**config.mk**
```make
export PLATFORM = sky130hd
export DESIGN_NAME = stream_demux
export DESIGN_NICKNAME = d
export VERILOG_FILES = /design/src/rtl/stream_demux.sv
export SDC_FILE = /design/constraint.sdc
export NUM_CORES = 1
export LEC_CHECK = 0
export BUFFER_PORTS_ARGS = -buffer_cell sky130_fd_sc_hd__buf_2
export CORE_MARGIN = 2
export CORE_UTILIZATION = 44
export CTS_CLUSTER_DIAMETER = 80
export CTS_CLUSTER_SIZE = 14
export DETAILED_ROUTE_END_ITERATION = 7
export PLACE_DENSITY = 0.85
export SKIP_CTS_REPAIR_TIMING = 1
export SYNTH_ARGS = -nofsm -noshare
export SYNTH_HDL_FRONTEND = slang
export SYNTH_SLANG_ARGS = --single-unit
export TNS_END_PERCENT = 20
```
**constraint.sdc**
```tcl
create_clock -name clock -period 2.1 [get_ports clock]
set_clock_uncertainty 0.1 [all_clocks]
set_input_delay 0.21 -clock clock [delete_from_list [all_inputs] [get_ports clock]]
set_output_delay 0.21 -clock clock [all_outputs]
set_load 0.02 [all_outputs]
```
**src/rtl/stream_demux.sv**
```systemverilog
`default_nettype none
// ============================================================================
// Module   : stream_demux
// Purpose  : One-entry registered demux that steers a ready/valid stream onto
//            one of NUM_CH channels over a shared data bus; out-of-range
//            selects are dropped. STREAM_DEMUX_ERRCNT_EN enables err_cnt.
// Revision : 1.0 - initial release
// ============================================================================
module stream_demux #(
  parameter int DATA_W = 8,
  parameter int NUM_CH = 6,
  parameter int SEL_W  = $clog2(NUM_CH)
) (
  input  logic              clock,
  input  logic              reset_n,
  input  logic              in_valid,
  output logic              in_ready,
  input  logic [DATA_W-1:0] in_data,
  input  logic [SEL_W-1:0]  in_sel,
  input  logic              flush,
  output logic [NUM_CH-1:0] out_valid,
  input  logic [NUM_CH-1:0] out_ready,
  output logic [DATA_W-1:0] out_data,
  output logic              drop,
  output logic [7:0]        err_cnt
);

  localparam logic [SEL_W:0] C_NUM_CH = (SEL_W + 1)'(NUM_CH);

  logic              r_held_valid;
  logic [SEL_W-1:0]  r_held_ch;
  logic [DATA_W-1:0] r_data;
  logic [NUM_CH-1:0] r_out_valid;
  logic              r_drop;

  logic              w_in_range;
  logic              w_complete;
  logic              w_in_ready;
  logic              w_accept;
  logic              w_drop_next;
  logic [NUM_CH-1:0] w_onehot;

  assign w_in_range  = ({1'b0, in_sel} < C_NUM_CH);
  assign w_complete  = r_held_valid && out_ready[r_held_ch];
  assign w_in_ready  = (!r_held_valid || w_complete) && !flush;
  assign w_accept    = in_valid && w_in_ready;
  assign w_drop_next = w_accept && !w_in_range;

  always_comb begin
    w_onehot = '0;
    for (int i = 0; i < NUM_CH; i++) begin
      if (in_sel == SEL_W'(i)) w_onehot[i] = 1'b1;
    end
  end

  // Flush outranks everything; an out-of-range accept falls through to the
  // completion branch so a finishing entry still clears.
  always_ff @(posedge clock or negedge reset_n) begin
    if (!reset_n) begin
      r_held_valid <= 1'b0;
      r_held_ch    <= '0;
      r_data       <= '0;
      r_out_valid  <= '0;
      r_drop       <= 1'b0;
    end else begin
      r_drop <= w_drop_next;
      if (flush) begin
        r_held_valid <= 1'b0;
        r_out_valid  <= '0;
      end else if (w_accept && w_in_range) begin
        r_held_valid <= 1'b1;
        r_held_ch    <= in_sel;
        r_data       <= in_data;
        r_out_valid  <= w_onehot;
      end else if (w_complete) begin
        r_held_valid <= 1'b0;
        r_out_valid  <= '0;
      end
    end
  end

`ifdef STREAM_DEMUX_ERRCNT_EN
  logic [7:0] r_err_cnt;

  always_ff @(posedge clock or negedge reset_n) begin
    if (!reset_n) begin
      r_err_cnt <= 8'd0;
    end else if (w_drop_next && (r_err_cnt != 8'hFF)) begin
      r_err_cnt <= r_err_cnt + 8'd1;
    end
  end

  assign err_cnt = r_err_cnt;
`else
  assign err_cnt = 8'd0;
`endif

  assign in_ready  = w_in_ready;
  assign out_valid = r_out_valid;
  assign out_data  = r_data;
  assign drop      = r_drop;

endmodule
`default_nettype wire
```
Word level (Yosys, flattened, before mapping)
Index checks and enable logic that the tools add are counted.
{ "word_totals": {"regBits": 19, "latchBits": 0, "ram_bits": 0, "romBits": 0, "inputBits": 21, "out_inout_bits": 24, "memories": 0} }
{ "op_classes": {"n_addsub": 0, "mul": 0, "div_mod_pow": 0, "magnitude_cmp": 2, "eq_ne": 5, "n_shift": 0, "muxes": 14, "n_bitwise": 1, "n_reduce_logical": 12} }
{ "op_table": {"columns": ["op", "n"], "rows": [
  ["6-bit 2-to-1 mux", 3],
  ["1-bit 2-to-1 mux", 10],
  ["3-bit by 2-bit == test with 1-bit output (second input constant)", 2],
  ["3-bit == test (second input constant)", 2],
  ["1-bit logical AND", 5],
  ["3-bit by 4-bit less-than comparator with 1-bit output (second input constant)", 1],
  ["1-bit binary-select mux with 3-bit select", 1],
  ["3-bit by 1-bit == test with 1-bit output (second input constant)", 1],
  ["1-bit logical NOT", 3],
  ["3-bit logical NOT", 1],
  ["3-bit less-than comparator (second input constant)", 1],
  ["3-bit nonzero test", 1],
  ["2-bit AND reduction", 1],
  ["1-bit logical OR", 1],
  ["1-bit inverter", 1]
]} }

Depth between registers and ports, before layout
{ "depth": {"ltp_word": 9, "depth_mapped": 5, "depth_no_buf": 4} }

Worst setup path before layout
OpenSTA, ideal clock, no wires.
{ "synth_path": {"path_type": "register to register", "startpoint": "register r_held_ch[2]", "endpoint": "register r_data[0] (netlist: out_data[0])", "arrival_time_ps": 1649, "t_required_ps": 1875, "slack_ps": 226, "path_stages_with_launch": 6, "path_cell_list": "dfrtp_1 mux2i_1 o32a_1 a311o_1 buf_6 mux2_4"} }
{ "synth_via": {"elab_chain_len": 8} }
{ "synth_lines": {"columns": ["element", "line_no", "rtl"], "rows": [
  ["start, declared", "31", "logic [SEL_W-1:0] r_held_ch;"],
  ["start signal, assigned", "72", "r_held_ch <= in_sel;"],
  ["1-bit binary-select mux with 3-bit select", "44", "assign w_complete = r_held_valid && out_ready[r_held_ch];"],
  ["1-bit 2-to-1 mux (not written as such)", "44", null],
  ["1-bit logical AND", "44", null],
  ["1-bit logical OR", "45", "assign w_in_ready = (!r_held_valid || w_complete) && !flush;"],
  ["1-bit logical AND", "45", null],
  ["1-bit logical AND", "46", "assign w_accept = in_valid && w_in_ready;"],
  ["1-bit logical AND", "70", "end else if (w_accept && w_in_range) begin"],
  ["2-bit AND reduction (no source line)", null, null],
  ["end signal, assigned", "73", "r_data <= in_data;"],
  ["end, declared", "32", "logic [DATA_W-1:0] r_data;"]
]} }
No other way between the ends. The select of a mux whose other input is x is not followed.
A chain may end at the register's enable or synchronous reset.

Final worst setup path
{ "layout_path": {"startpoint": "register r_held_ch[2]", "endpoint": "output in_ready"} }
{ "layout_via": {"elab_chain_len": 5} }
{ "layout_lines": {"columns": ["element", "line_no", "rtl"], "rows": [
  ["1-bit binary-select mux with 3-bit select", "44", null],
  ["1-bit 2-to-1 mux (not written as such)", "44", null],
  ["1-bit logical AND", "44", null],
  ["1-bit logical OR", "45", null],
  ["1-bit logical AND", "45", null],
  ["end, declared", "17", "output logic in_ready,"]
]} }
No other way between the ends. The select of a mux whose other input is x is not followed.

==> metrics <==
Layout area overhead=22.9%; # rows=16; Sw Share=roughly 33%; H-Tree Depth=1; global-route wire length before repair=2910 um; Root Driver=clkbuf_4; core area=a little under 2000 um^2; Pre-antenna DRT Iters=4; Leak Pwr=~0.0006 uW; Critical Path AT=1.71 ns; total of warnings raised by yosys=0; Final Max Slew Viols=0; share of cells above drive strength 1=between 40% and 50%; Avg Inst Size Synth=~13 um^2; Worst EP required=1.79 ns; fmax=0.495 GHz; synthesized cell area=938 um^2; drt first-iter violations=4; WHS=about 0.046 ns; fin util=about three fifths; routability cong.=0.728; Area contributors post-synth=dfrtp_1, mux2_4, buf_4; largest stage delay on the critical path=0.43 ns; Fin. Hold Viols=0; number of remaining DRC errors=0; total congestion overflow=0; Sw Pwr=310 uW; post-synth top area cell=dfrtp_1; Horiz. Die Dim=50.2 um; chip height=50.2 um; antenna violations before repair=0; Max VDD drop=452 uV; TritonCTS clock tree=yes; CTS Buf Count=3; Clock Path Buffers=2; Tot GR Track Use=roughly 15%; most frequent cells in the layout=buf_2, dfrtp_1, mux2_4; pwr dens=around 830 nW/um^2; sequential share of power=49.1%; detailed-route via count=about 730; unique cell type count in the Yosys netlist=27; max-cap violation count=0; Final setup viols=0; Ports=45; Setup CP Type=register to output pin; final worst path period need=2.02 ns; DRT Wirelength=about 1700 um; Critical Path Slowest Stage Cell=dfrtp_1; # clock sinks=19; die area=2520 um^2; worst-path maximum fanout=6; Starting Density=47.3%; # port buffers=36; critical-path cell list=mux2i_1 -> o32a_1 -> and3_2 -> nor2_1 -> buf_2; DP HPWL=1380 um; vias per cell=slightly above 5; Nets=136; Final period util=between 90% and 100%; Clock power frac=a little under a fifth; RSZ-0062 raised after global routing=true; number of global-route vias before repair=727; antenna violation net count after detailed routing=0; largest net degree at the start of global routing=20; Clock transition at path regs=0.10 ns; CP Launch Type=register; Critical Path Sink Type=output pin; commonest non-fill, non-tap cell in the layout=buf_2; status=finished clean; Internal=643 uW; synthesized flop and latch total=19; sequential area share after synthesis=50.7%; Syn Inst Count=74; Comb pwr share=32.5%; area share of the largest cell type after synthesis=roughly half; Clk Latency, worst-skew pair=0.28 ns; n_diodes=0; Wirelength per Cell=12.2 um; worst min path class=primary input to register
[metal layers]
metal  share of wire, %  vias up  track usage, %  wire, um
li1                   -      340               -         -
met1                 43      359            16.8       746
met2                 50       26            26.1       866
met3                6.5        0            2.98       112
met4                  0        0            6.94         0
met5                  0        -               0         0
[worst max-delay path: cells and delay by family (launching register included)]
family                 cells  cell delay [ns]
AOI/OAI and AO/OA          1             0.36
buffers and inverters      1             0.17
DFF                        1             0.43
muxes                      1             0.13
and+or+nand+nor            2             0.35
[stage by stage]
step	worst slack (ns)	area (um^2)	power [uW]	TNS (ns)	instances
final	0.0783	1150	953	0	141
after global routing	-0.0145	1150	1000	-0.0145	141
after CTS	0.0123	1140	958	0	140
after detailed placement	0.0170	1110	784	0	136
after global placement	0.0629	1110	775	0	136
after floorplan	0.226	965	692	0	81
[cells by family (layout without fill, tap and decap cells)]
kind of cell           count (synthesis)  count (layout)  synth area share [%]
buffers and inverters                 11              44                  8.40
AO/OA/AOI/OAI                         15              15                  13.9
other                                  1               8                 0.400
AND/OR/NAND/NOR                       16              16                  8.93
multiplexers                          12              12                  17.7
flip-flops                            19              19                  50.7
[sequential cells by signal, summed over array words and instances (netlist names)]
name          count
out_data          8
r_held_ch         3
r_held_valid      1
drop              1
out_valid         6
[Yosys cell counts]
| master | instances |
|---|---|
| a311oi_1 | 1 |
| o21a_1 | 1 |
| conb_1 | 1 |
| a311o_1 | 2 |
| and3_2 | 1 |
| and2_1 | 1 |
| a21oi_1 | 1 |
| nor2_1 | 3 |
| buf_4 | 8 |
| nand2_1 | 4 |
| nor3_1 | 1 |
| mux2_4 | 9 |
| o32a_1 | 1 |
| dfrtp_1 | 19 |
| nand3_1 | 1 |
| a211oi_1 | 1 |
| buf_6 | 1 |
| mux2_2 | 1 |
| a32oi_1 | 1 |
| nand2b_1 | 2 |
| nand4b_1 | 1 |
| nand4_1 | 1 |
| or3_1 | 1 |
| o2bb2ai_1 | 6 |
| inv_1 | 2 |
| mux2i_1 | 2 |
| a41o_1 | 1 |
[final timing paths]
path | start | to | slack, ns | depth (start not counted)
setup / recovery | r_held_ch[2]$_DFFE_PN0P_ | in_ready | 0.08 | 5
hold / removal | flush | r_held_valid$_DFFE_PN0P_ | 0.05 | 2
setup reg to reg | r_held_ch[2]$_DFFE_PN0P_ | out_data[4]$_DFFE_PN0P_ | 0.10 | 4
hold reg to reg | out_valid[5]$_DFFE_PN0P_ | out_valid[5]$_DFFE_PN0P_ | 0.41 | 1
max in group asynchronous | reset_n | r_held_valid$_DFFE_PN0P_ | 1.34 | 2
min in group asynchronous | reset_n | out_data[3]$_DFFE_PN0P_ | 0.28 | 2
[power groups by stage]
stage,registers (uW),logic (uW),clock network [uW]
2_1_floorplan,523,169,0
6_report,468,309,176
5_1_grt,477,333,193
3_5_place_dp,474,310,0
3_3_place_gp,473,302,0
4_1_cts,468,310,180
[layout make-up]
class | count | area [um^2]
fill | 187 | 828
timing repair buffer | 38 | 198
clock buffer | 3 | 22.5
inverter | 2 | 7.51
clock inverter | 1 | 5.00
sequential | 19 | 475
multi-input combinational | 51 | 412
tap | 27 | 33.8
(Power assumes the default switching activity.)
